--- src/rtl/tart_ddr_defs_pkg.sv ---
// Shared definitions for the TART DDR transmit path: FSM encodings, default
// word width and the IDDR2 alignment (training) pattern.
package tart_ddr_defs;

  typedef enum logic {
    ST_IDLE  = 1'b0,
    ST_SHIFT = 1'b1
  } state_t;

  localparam int DEFAULT_WIDTH = 8;

  // Training drives a 1/0 pair every cycle, which looks like a DDR clock to the receiver.
  localparam logic TRAIN_D0 = 1'b1;
  localparam logic TRAIN_D1 = 1'b0;

  function automatic int pairs_per_word(input int width);
    return width / 2;
  endfunction

endpackage

--- src/rtl/ddr_tx_holdreg.sv ---
// One-entry holding register between the upstream valid/ready handshake and the
// shifter; a word accepted on the same edge the shifter loads bypasses the entry.
module ddr_tx_holdreg
  import tart_ddr_defs::*;
#(
  parameter int WIDTH = DEFAULT_WIDTH
) (
  input  logic             clk_i,
  input  logic             rst_i,
  input  logic             valid_i,
  input  logic [WIDTH-1:0] data_i,
  input  logic             take_i,
  input  logic             block_i,
  output logic             ready_o,
  output logic             accept_o,
  output logic             full_o,
  output logic [WIDTH-1:0] data_o
);

  logic full_n;

  assign accept_o = valid_i & ready_o;

  always_comb begin
    full_n = full_o;
    if (full_o) begin
      full_n = ~take_i;
    end else begin
      full_n = accept_o & ~take_i;
    end
  end

  // ready_o is registered from the next occupancy so valid_i never reaches it combinationally.
  always_ff @(posedge clk_i or posedge rst_i) begin
    if (rst_i) begin
      full_o  <= 1'b0;
      data_o  <= '0;
      ready_o <= 1'b0;
    end else begin
      full_o  <= full_n;
      ready_o <= ~full_n & ~block_i;
      if (accept_o && !take_i) begin
        data_o <= data_i;
      end
    end
  end

endmodule

--- src/rtl/ddr_tx_serialiser.sv ---
// Word-to-DDR-pair serialiser feeding the D0/D1 inputs of a pad ODDR2, LSB first.
// Optional training pattern and train_i port are enabled by TART_DDR_TRAIN_EN.
module ddr_tx_serialiser
  import tart_ddr_defs::*;
#(
  parameter int   WIDTH      = DEFAULT_WIDTH,
  parameter logic IDLE_LEVEL = 1'b0,
  parameter int   DELAY      = 3
) (
  input  logic             clk_i,
  input  logic             rst_i,
  input  logic             ce_i,
  input  logic             valid_i,
  output logic             ready_o,
  input  logic [WIDTH-1:0] data_i,
  output logic             d0_o,
  output logic             d1_o,
  output logic             frame_o,
  output logic             busy_o
`ifdef TART_DDR_TRAIN_EN
  ,
  input  logic             train_i
`endif
);

  localparam int PAIRS = pairs_per_word(WIDTH);
  localparam int CNTW  = (PAIRS > 1) ? $clog2(PAIRS) : 1;
  localparam logic [CNTW-1:0] LAST_CNT = CNTW'(PAIRS - 1);

  // DELAY only shapes the Icarus behavioural flow; this netlist has no delays.
  if (DELAY < 0) begin : g_negative_delay_ignored
  end

  state_t           state, state_n;
  logic [WIDTH-1:0] sr, sr_n, src, hold_data;
  logic [CNTW-1:0]  cnt, cnt_n;
  logic             d0_n, d1_n, frame_n, busy_n;
  logic             train, last, train_idle, take, block;
  logic             hold_full, accept, idle_d0, idle_d1;

`ifdef TART_DDR_TRAIN_EN
  assign train = train_i;
`else
  assign train = 1'b0;
`endif

  assign idle_d0 = train ? TRAIN_D0 : IDLE_LEVEL;
  assign idle_d1 = train ? TRAIN_D1 : IDLE_LEVEL;

  ddr_tx_holdreg #(.WIDTH(WIDTH)) u_hold (
    .clk_i    (clk_i),
    .rst_i    (rst_i),
    .valid_i  (valid_i),
    .data_i   (data_i),
    .take_i   (take),
    .block_i  (block),
    .ready_o  (ready_o),
    .accept_o (accept),
    .full_o   (hold_full),
    .data_o   (hold_data)
  );

  assign last       = (state == ST_SHIFT) && (cnt == LAST_CNT);
  assign train_idle = (state == ST_IDLE) && train;
  assign take       = ce_i && !train_idle && (hold_full || accept) &&
                      ((state == ST_IDLE) || last);
  assign src        = hold_full ? hold_data : data_i;

  // A pending held word always has priority over a bypass, keeping word order intact.
  always_comb begin
    state_n = state;
    sr_n    = sr;
    cnt_n   = cnt;
    d0_n    = d0_o;
    d1_n    = d1_o;
    frame_n = frame_o;
    busy_n  = busy_o;
    if (take) begin
      state_n = ST_SHIFT;
      sr_n    = src >> 2;
      cnt_n   = '0;
      d0_n    = src[0];
      d1_n    = src[1];
      frame_n = 1'b1;
      busy_n  = 1'b1;
    end else begin
      case (state)
        ST_IDLE: begin
          d0_n    = idle_d0;
          d1_n    = idle_d1;
          frame_n = 1'b0;
          busy_n  = 1'b0;
        end
        ST_SHIFT: begin
          if (ce_i) begin
            if (last) begin
              state_n = ST_IDLE;
              sr_n    = '0;
              cnt_n   = '0;
              d0_n    = idle_d0;
              d1_n    = idle_d1;
              frame_n = 1'b0;
              busy_n  = 1'b0;
            end else begin
              sr_n    = sr >> 2;
              cnt_n   = cnt + CNTW'(1);
              d0_n    = sr[0];
              d1_n    = sr[1];
              frame_n = 1'b0;
            end
          end
        end
        default: state_n = ST_IDLE;
      endcase
    end
    block = train && (state_n == ST_IDLE);
  end

  always_ff @(posedge clk_i or posedge rst_i) begin
    if (rst_i) begin
      state   <= ST_IDLE;
      sr      <= '0;
      cnt     <= '0;
      d0_o    <= IDLE_LEVEL;
      d1_o    <= IDLE_LEVEL;
      frame_o <= 1'b0;
      busy_o  <= 1'b0;
    end else begin
      state   <= state_n;
      sr      <= sr_n;
      cnt     <= cnt_n;
      d0_o    <= d0_n;
      d1_o    <= d1_n;
      frame_o <= frame_n;
      busy_o  <= busy_n;
    end
  end

endmodule

--- config.mk ---
export PLATFORM = sky130hd
export DESIGN_NAME = ddr_tx_serialiser
export DESIGN_NICKNAME = d
export VERILOG_FILES = /design/src/rtl/tart_ddr_defs_pkg.sv /design/src/rtl/ddr_tx_holdreg.sv /design/src/rtl/ddr_tx_serialiser.sv
export SDC_FILE = /design/constraint.sdc
export NUM_CORES = 1
export LEC_CHECK = 0
export BUFFER_PORTS_ARGS = -buffer_cell sky130_fd_sc_hd__buf_2
export CAP_MARGIN = 10
export CORE_MARGIN = 10
export CORE_UTILIZATION = 55
export CTS_BUF_LIST = sky130_fd_sc_hd__clkbuf_8
export DETAILED_ROUTE_END_ITERATION = 10
export GPL_ROUTABILITY_DRIVEN = 0
export PLACE_DENSITY = 0.82
export SETUP_SLACK_MARGIN = 0.4
export SLEW_MARGIN = 30
export SYNTH_ARGS = -nofsm -noshare
export SYNTH_HDL_FRONTEND = slang
export SYNTH_SLANG_ARGS = --single-unit
--- constraint.sdc ---
create_clock -name clk_i -period 4.7 [get_ports clk_i]
set_clock_uncertainty 0.15 [all_clocks]
set_input_delay 0.705 -clock clk_i [delete_from_list [all_inputs] [get_ports clk_i]]
set_output_delay 0.705 -clock clk_i [all_outputs]
set_load 0.03 [all_outputs]
After elaboration in Yosys (flattened, before gate mapping). Index checks and enable logic that the tools add are counted.

Output and inout bits: 5. Input port bits: 12. Flip-flop bits (word level): 25.

Multiplexer cells: 29. Add/sub/neg operators: 1. Reductions and logical operators: 11. Equal/unequal tests: 3. Bitwise gates (word level): 5.

Operators with widths (count): $mux W8 (4); $mux W1 (16); $mux W2 (4); $pmux W1 S2 (4); $mux W6 (1); $logic_and A1 B1 Y1 (4); $reduce_and A2 Y1 (2); $reduce_bool A2 Y1 (2); $ne A3 B1 Y1 const B (1); $ne A3 B2 Y1 const B (1); $not A1 Y1 (3); $add A2 B1 Y2 const B (1); $and A1 B1 Y1 (2); $eq A2 B2 Y1 const B (1); $logic_or A1 B1 Y1 (2); $logic_not A1 Y1 (1).

Depth between registers and ports, before layout. Gate-level depths: netlist of the first run.

Depth after elaboration: 8. Mapped depth: 5. Depth with buffers taken out: 4.

Cells and area by module. A second synthesis of the first run with hierarchy kept.

Cell total of the unflattened synthesis: 102. Area, all modules: 1132.3 um^2.

By module, submodules not included: ddr_tx_serialiser (seq. area each 325.3 um^2, cells an instance 78, times used 1, area an instance 742.0 um^2); ddr_tx_holdreg (seq. area each 250.2 um^2, cells an instance 24, times used 1, area an instance 390.4 um^2).

Worst setup path after synthesis of the first run. No wires, ideal clock.

Kind: register -> register. From: register cnt[0]. To: register u_hold.data_o[0]. Path buffers: 1. Library setup time: 125 ps. Cell stages (with the launch flop): 6. Arrival time: 1488 ps. Path slack: 2937 ps. Data required time: 4425 ps. Cell sequence: dfrtp_1 ha_1 nand2b_1 buf_6 a21oi_4 mux2_2.

Word-level cells in the longest chain between the ends: 6.

Ends and longest elaborated chain: from (decl) (RTL line ddr_tx_serialiser.sv:36) `logic [CNTW-1:0] cnt, cnt_n;`; from (signal assigned) (RTL line ddr_tx_serialiser.sv:131) `cnt <= cnt_n;`; $eq A2 B2 Y1 (RTL line ddr_tx_serialiser.sv:63) `assign last = (state == ST_SHIFT) && (cnt == LAST_CNT);`; $logic_and A1 B1 Y1 (RTL line ddr_tx_serialiser.sv:63); $logic_or A1 B1 Y1 (RTL line ddr_tx_serialiser.sv:66) `((state == ST_IDLE) || last);`; $logic_and A1 B1 Y1 (RTL line ddr_tx_serialiser.sv:65) `assign take = ce_i && !train_idle && (hold_full || accept) &&`; $logic_not A1 Y1 (RTL line ddr_tx_holdreg.sv:42) `if (accept_o && !take_i) begin`; $logic_and A1 B1 Y1 (RTL line ddr_tx_holdreg.sv:42); to (signal assigned) (RTL line ddr_tx_holdreg.sv:43) `data_o <= data_i;`; to (decl) (RTL line ddr_tx_holdreg.sv:17) `output logic [WIDTH-1:0] data_o`.

Every way passes these cells. A chain may end at the register's enable or synchronous reset.

Worst setup path after layout of the first run.
From: register cnt[0]. To: register u_hold.data_o[2].

The elaborated chain is that of the path after synthesis.

==> results.ini, run 1 <==
[clock_network]
clk_latency_ps = 260
cts_buffer_depth = 2
cts_buffers = 3
cts_tree = yes
cts_resized = 0
cts_sinks = 23
postCtsSetupBuffers = 0
root_buffer = clkbuf_8
clkTransAtPathRegs_ps = 80
htreeDepth = 1
cts_hold_buf = 0

[min_path]
min_path_cells = 1
min_path_type = reg -> reg

[sta]
timing.final.crit_share_pct = 43.6
timing.fmax_ghz = 0.488
tightest_slew_ps = 832
slew_headroom_pct = 44.5
hold_violations = 0
rsz0062_at_grt = no
finalCriticalPeriod_ps = 2050
finalSetupViolCount = 0
drv_slew = 0
fin_setup_tns_ps = 0

[synthesis]
synth_top_family_by_area = multiplexers
synth-simple-area-share_pct = 10.1
synth_edf_count = 0
synthTopCellsByCount = dfrtp_1, mux2_2, o21ai_0
ys_seq_area_share_pct = 50.7
synthArstFlopShare_pct = 100
synth-compound-area-share_pct = 15.5
synth_adder_area_share_pct = 1.10
ys.warnings.count = 0
syn_area_sq_mm = 0.00114
synth_xor_area_share_pct = 0
synth_seq_cells = 23
yosysTopAreaCell = dfrtp_1
yosysTopAreaCellShare_pct = 50.7
synthMuxAreaShare_pct = 17.4
synth.avg_cell_area_sq_um = 11.5
synthCells = 99
yosysUniqueCellTypes = 23
ys_top_cells_by_area = dfrtp_1, mux2_2, o21ai_0, mux2i_1, a2bb2oi_1
synth-main-ff-cell = dfrtp_1
synthMostInstantiatedCell = dfrtp_1
syn-num-nets = 112

[grt]
grt_pass1_wl_mm = 3.75
overflow = 0
grt_start_max_net_pins = 24
antenna_found_initial = 0
grt_pass1_vias = 854
grt_usage_pct = 11.0

[floorplan]
die_w_um = 65.5
initial_core_util_pct = 57.9
ioPinCount = 17
num_rows = 16
dieArea_sq_mm = 0.00428
coreArea_sq_mm = 0.00196
die_y_um = 65.5

[final_layout]
multi_input_area_sq_um = 502
antenna_cells = 0
fillers = 163
drive_gt1_share_pct = 33.6
areaGrowthSynthToFinish_pct = 9.80
final_nets = 127
layout.cells.non_filler = 140
regArea_sq_um = 576

[setup_path]
path_max_fanout = 9
slowest_delay_ps = 410
cp_cell_sequence = ha_1 > nand2b_1 > a21oi_4 > mux2_2
cp-start-kind = flip-flop
rr_worst_depth = 4
path_depth = 4
crit_type = reg -> reg
slowest_stage = a21oi_4
required_ps = 4700
cp.arrival_ps = 2050
end_kind = flip-flop
crit_buf_inv = 0
critical-path-top-delay-family = compound AO/OA/AOI/OAI gates

[run]
drv_cap = 0

[routing]
wire_per_inst_um = 15.5
drt-met1-wl_um = 912
dr_total_vias = 808
met3_length_um = 216
met2_length_mm = 1.00
wirelength_mm = 2.17
antenna_left = 0
firstDrtPassIters = 4
routed.top_layer = met4
viasPerCell = 5.77
drc = 0
first_iter_violations = 19

[pwr]
p_leak_nw = 0.571
power.density_mw_per_mm2 = 676
vdd_drop_max_v = 0.000338

[placed_design]
dp_cells = 136
port_buffers = 16
dp_hpwl_mm = 1.57

[status]
status = finished, final reports clean

-- final timing paths --
path	from	endpoint	slack (ps)
worst max-delay path	cnt[0]	u_hold.data_o[2]	2650
worst min-delay path	cnt[0]	cnt[0]	340
worst max register to register	cnt[0]	u_hold.data_o[2]	2650
worst min register to register	cnt[0]	cnt[0]	340
max in group asynchronous	rst_i	sr[0]	3440
min in group asynchronous	rst_i	u_hold.data_o[2]	440
-- cell families (layout without fill, tap and decap cells) --
family	count (synthesis)	after routing
buffers and inverters	9	23
AND/OR/NAND/NOR	23	23
AO/OA/AOI/OAI	25	25
multiplexers	18	18
flip-flops	23	23
adder cells (fa/ha/maj)	1	1
-- layer usage --
metal	global-route usage, %	up-vias
li1	-	388
met1	12.3	385
met2	17.2	29
met3	5.08	6
met4	5.61	0
met5	0	-
-- state kept, by name (all words and copies together) (netlist names) --
signal,cells
u_hold.data_o,8
sr,6
cnt,2
busy_o,1
d0_o,1
d1_o,1
frame_o,1
state,1
u_hold.full_o,1
u_hold.ready_o,1
-- power by group --
group / leakage, nW / total (mW) / internal [mW] / switching, mW
registers: 0.276 / 0.374 / 0.296 / 0.0778
logic: 0.269 / 0.352 / 0.165 / 0.187
clock network: 0.0269 / 0.117 / 0.0583 / 0.0588
total: 0.571 / 0.843 / 0.520 / 0.323
-- layout by cell type, fill, tap and decap left out, drive strengths merged --
cell | synthesis | routed
inv | 3 | 4
nand3 | 3 | 3
buf | 6 | 16
and2b | 2 | 2
a21oi | 3 | 3
mux2 | 14 | 14
a311oi | 4 | 4
dfrtp | 23 | 23
and2 | 1 | 1
ha | 1 | 1
nor2 | 3 | 3
o21ai | 12 | 12
nand2b | 2 | 2
nand2 | 9 | 9
clkbuf | 0 | 3
a211oi | 1 | 1
nand4 | 3 | 3
a2bb2oi | 4 | 4
mux2i | 4 | 4
a21o | 1 | 1
-- per-stage QoR --
step / utilization, % / worst slack (ps) / instance area [sq um] / total power, mW / hold WS, ps
after global routing: 63.6 / 2580 / 1250 / 0.907 / 375
final: 63.6 / 2650 / 1250 / 0.843 / 339
after floorplan: - / 2940 / 1140 / 0.669 / 307
after detailed placement: 61.3 / 2660 / 1200 / 0.726 / 332
after global placement: 61.3 / 2710 / 1200 / 0.705 / 334
after CTS: 63.6 / 2680 / 1250 / 0.845 / 343
-- layout make-up --
class	instances	area share, %
inverter	3	0.903
multi-input combinational	67	40.2
clock buffer	3	3.31
tap	27	2.71
timing repair buffer	16	6.42
clock inverter	1	0.301
sequential	23	46.1
(Power assumes the default switching activity.)
==> run 2, diff against run 1 <==
Clock period 4.7 ns to 2 ns, I/O delays scaled along.
==> run 2 against run 1 <==
Compared with the run above: flip-flop and latch count did not move; register-to-register slack got worse by 2300 ps; critical path type unchanged; cell area rose by 13%.
==> results.ini, run 2 (synthesis gave the netlist of run 1 again) <==
[setup_path]
r2r_slack_ps = 380
cp-start-kind = flip-flop
crit_type = reg -> reg
required_ps = 2000
reg2reg_from = cnt[0]
cp-startpoint = cnt[0]
path_max_fanout = 8
cp.arrival_ps = 1630
end_kind = flip-flop

[routing]
antenna_left = 0
drc = 0
firstDrtPassIters = 4
wire_per_inst_um = 16.9
wirelength_mm = 2.55
dr_total_vias = 862
first_iter_violations = 54
viasPerCell = 5.71

[floorplan]
dieArea_sq_mm = 0.00428
num_rows = 16
initial_core_util_pct = 57.9
die_w_um = 65.5
die_y_um = 65.5
ioPinCount = 17
coreArea_sq_mm = 0.00196

[grt]
grt_start_max_net_pins = 24
overflow = 0
grt_pass1_wl_mm = 4.30
grt_pass1_vias = 887
antenna_found_initial = 0
grt_usage_pct = 12.6

[final_layout]
layout_commonest_cell = dfrtp_1
reg.largest.list = u_hold.data_o: 8 flops, sr: 6 flops, cnt: 2 flops
drive_gt1_share_pct = 43.5
antenna_cells = 0
largest_reg_flops = 8
mostFrequentLayoutCells = dfrtp_1, buf_2, o21ai_0
areaGrowthSynthToFinish_pct = 24.1
layout.cells.non_filler = 151
largest-register = u_hold.data_o
final_nets = 138

[placed_design]
dp_hpwl_mm = 1.67
dp_cells = 138
port_buffers = 16

[clock_network]
clkTransAtPathRegs_ps = 80
root_buffer = clkbuf_8
cts_buffers = 3
htreeDepth = 1
cts_sinks = 23
cts_buffer_depth = 2
clk_latency_ps = 270
cts_tree = yes

[sta]
finalSetupViolCount = 0
tightest_slew_ps = 316
slew_headroom_pct = 78.3
rsz0062_at_grt = yes
hold_violations = 0
timing.final.crit_share_pct = 81.1
drv_slew = 0
fin_setup_tns_ps = 0
finalCriticalPeriod_ps = 1620
timing.fmax_ghz = 0.617

[pwr]
p_leak_nw = 0.660
vdd_drop_max_v = 0.000903
power.density_mw_per_mm2 = 1620

[min_path]
min_path_type = in -> reg
hp-start = data_i[6]

[status]
status = finished, final reports clean

[run]
drv_cap = 0

==> run 2: worst paths after layout <==
kind / to / cells after the start
hold / removal: u_hold.data_o[6] / 2
min in group asynchronous: sr[3] / 4
max in group asynchronous: u_hold.full_o / 4
setup reg to reg: u_hold.data_o[0] / 5
setup / recovery: u_hold.data_o[0] / 5
hold reg to reg: sr[5] / 2
==> run 2: cell type report <==
type / instances / area, sq um
fill: 154 / 552
timing repair buffer: 27 / 178
multi-input combinational: 67 / 564
clock inverter: 1 / 3.75
tap: 27 / 33.8
sequential: 23 / 578
inverter: 3 / 11.3
clock buffer: 3 / 41.3
==> run 2: critical path, cell delays in order, from the launching register on <==
cell,delay (ps)
dfrtp_1,420
ha_4,170
nand2b_4,150
a21oi_4,160
buf_12,150
mux2_4,300
==> run 2: repair_timing <==
action                     4_1_cts  5_1_grt
hold buffers                     1        0
resized for setup               11        1
buffers inserted                 5        3
hold endpoints to repair        23        0
pin swaps                        2        1
setup endpoints to repair       12       15
==> run 2: metrics by stage <==
step / hold WS [ps] / setup WS, ps / area, sq um / util, % / power [mW]
2_1_floorplan: 152 / 302 / 1150 / - / 1.60
3_3_place_gp: 194 / 290 / 1230 / 62.8 / 1.70
3_5_place_dp: 211 / 234 / 1230 / 62.8 / 1.75
4_1_cts: 126 / 371 / 1390 / 70.7 / 2.21
5_1_grt: 139 / 341 / 1410 / 71.9 / 2.43
6_report: 126 / 378 / 1410 / 71.9 / 2.28
==> run 2: where the power goes <==
group	leakage, nW	switching, mW	internal (mW)
registers	0.274	0.190	0.700
logic	0.358	0.514	0.591
clock network	0.0269	0.150	0.137
==> run 2: metal layers <==
layer | vias to the layer above | GRT usage, % | wire (um)
li1 | 410 | - | -
met1 | 412 | 15.4 | 1120
met2 | 37 | 20.9 | 1230
met3 | 3 | 3.05 | 182
met4 | 0 | 4.55 | 25
met5 | - | 0 | 0
==> run 3, diff against run 2 <==
Settings changed: ABC_AREA set to 1.
Clock period 2 ns to 1.66 ns, I/O delays scaled along.
==> run 3 against run 2 <==
Compared with the run above: clock-buffer cell count stayed put; critical path depth is 1 higher; setup slack worse by 230 ps; maximum frequency is 7.1% higher; cell area is 16% higher; critical endpoint is now d1_o.
==> results.ini, run 3 <==
[setup_path]
crit_type = reg -> reg
end_kind = flip-flop
crit_buf_inv = 2
cp-startpoint = cnt[1]
cp-start-kind = flip-flop
cp_cell_sequence = ha_4 > inv_6 > a21oi_4 > buf_6 > nand3_2 > a21oi_2
required_ps = 1720
reg2reg_from = cnt[1]
slowest_delay_ps = 440
r2r-end = d1_o
path_max_fanout = 5
slowest_stage = dfrtp_1
r2r_slack_ps = 150
rr_worst_depth = 6
cp.arrival_ps = 1570
critical-path-top-delay-family = flip-flops

[clock_network]
cts_sinks = 23
cts_buffer_depth = 2
clkTransAtPathRegs_ps = 90
clk_latency_ps = 270
cts_tree = yes
cts_buffers = 3
root_buffer = clkbuf_8
htreeDepth = 1

[final_layout]
mostFrequentLayoutCells = nand2_1, dfrtp_1, inv_1
reg.largest.list = u_hold.data_o: 8 flops, sr: 6 flops, cnt: 2 flops
layout.cells.non_filler = 207
drive_gt1_share_pct = 47.2
fillers = 117
final_cell_area_sq_mm = 0.00163
layout_commonest_cell = nand2_1
final_nets = 194
antenna_cells = 0
fin_util_pct = 80.8
largest_reg_flops = 8
areaGrowthSynthToFinish_pct = 36.8
largest-register = u_hold.data_o

[sta]
finalCriticalPeriod_ps = 1510
timing.final.crit_share_pct = 91.2
drv_slew = 0
tightest_slew_ps = 292
hold_violations = 0
setup_ws_ps = 146
rsz0062_at_grt = yes
holdWs_ps = 84.1
fin_setup_tns_ps = 0
finalSetupViolCount = 0
timing.fmax_ghz = 0.661
slew_headroom_pct = 80.5

[routing]
viasPerCell = 5.52
wire_per_inst_um = 16.9
wirelength_mm = 3.49
dr_total_vias = 1143
firstDrtPassIters = 4
first_iter_violations = 89
drc = 0
antenna_left = 0

[placed_design]
dp_cells = 189
place_area_sq_mm = 0.00134
dp_hpwl_mm = 1.86
port_buffers = 16
place_ws_ps = 139

[pwr]
total_power_mw = 3.02
p_leak_nw = 0.843
vdd_drop_max_v = 0.00114
power.density_mw_per_mm2 = 1850

[grt]
overflow = 0
grt_pass1_wl_mm = 5.18
grt_pass1_vias = 1086
antenna_found_initial = 0
grt_start_max_net_pins = 24
grt_usage_pct = 14.9

[synthesis]
yosysTopAreaCell = dfrtp_1
yosysUniqueCellTypes = 21
syn-num-nets = 160
synthArstFlopShare_pct = 100
syn_area_sq_mm = 0.00119
synth_seq_cells = 23
synth-main-ff-cell = dfrtp_1
ys_top_cells_by_area = dfrtp_1, nand2_1, o21ai_2, inv_1, nand3_1
synthTopCellsByCount = nand2_1, dfrtp_1, inv_1
yosysTopAreaCellShare_pct = 48.2
synthMostInstantiatedCell = nand2_1
synth.avg_cell_area_sq_um = 8.13
synthCells = 147
ys_seq_area_share_pct = 48.2
synth_edf_count = 0
ys.warnings.count = 0

[min_path]
whs_endpoint = u_hold.data_o[7]
min_path_type = in -> reg
hp-start = data_i[7]
min_path_cells = 3

[floorplan]
ioPinCount = 17
die_w_um = 66.6
dieArea_sq_mm = 0.00444
coreArea_sq_mm = 0.00202
die_y_um = 66.6
num_rows = 16
initial_core_util_pct = 59.1

[run]
drv_cap = 0

[status]
status = finished, final reports clean

[run 3: changes by cell type in the layout (fill, tap and decap cells not counted), sizes merged, moves of 4 or more]
cell     previous run  this run
nand2               9        60
inv                 4        22
mux2               14         0
nand3               3        16
a2bb2oi             4         0
a311oi              4         0
buf                26        30
mux2i               4         0
[run 3: timing repair]
item	4_1_cts	5_1_grt
endpoints found under the hold margin	23	0
buffers inserted	6	6
setup endpoints to repair	21	24
pin swaps	13	9
hold buffers	1	0
gates cloned	1	0
resized for setup	20	19
[run 3: worst max-delay path by stage]
stage | depth (start not counted) | slack [ps] | to
floorplan | 8 | 250 | u_hold.data_o[2]
global placement | 7 | 180 | u_hold.data_o[0]
detailed placement | 7 | 140 | u_hold.data_o[4]
CTS | 7 | 260 | u_hold.data_o[7]
global route | 6 | 70 | d1_o
finish | 6 | 150 | d1_o
[run 3: worst min-delay path: stages]
cell	delay, ps
buf_2	90
inv_1	70
o21ai_2	60
[run 3: area by class of cell]
| type | count | area (sq um) | area share [%] |
|---|---|---|---|
| Multi-Input combinational cell | 100 | 663 | 40.6 |
| Sequential cell | 23 | 578 | 35.4 |
| Timing Repair Buffer | 31 | 215 | 13.2 |
| Inverter | 22 | 97.6 | 5.97 |
| Clock buffer | 3 | 41.3 | 2.53 |
| Tap cell | 27 | 33.8 | 2.07 |
| Clock inverter | 1 | 5.00 | 0.306 |
[run 3: cells by family after synthesis]
family | synth area share [%]
AO/OA/AOI/OAI | 11.2
adder cells (fa/ha/maj) | 1.05
buffers and inverters | 9.21
flip-flops | 48.2
AND/OR/NAND/NOR | 30.4
[run 3: power by group]
part	switching (mW)	total [mW]	internal (mW)
combinational	1.01	1.63	0.627
sequential	0.209	1.02	0.815
clock	0.193	0.361	0.168
[run 3: layer usage]
metal	track usage [%]	part of all wire (%)	up-vias
met5	0	0	-
met4	7.59	4.8	0
met3	3.34	7.3	19
met2	25.5	49	51
met1	16.8	39	544
li1	-	-	529
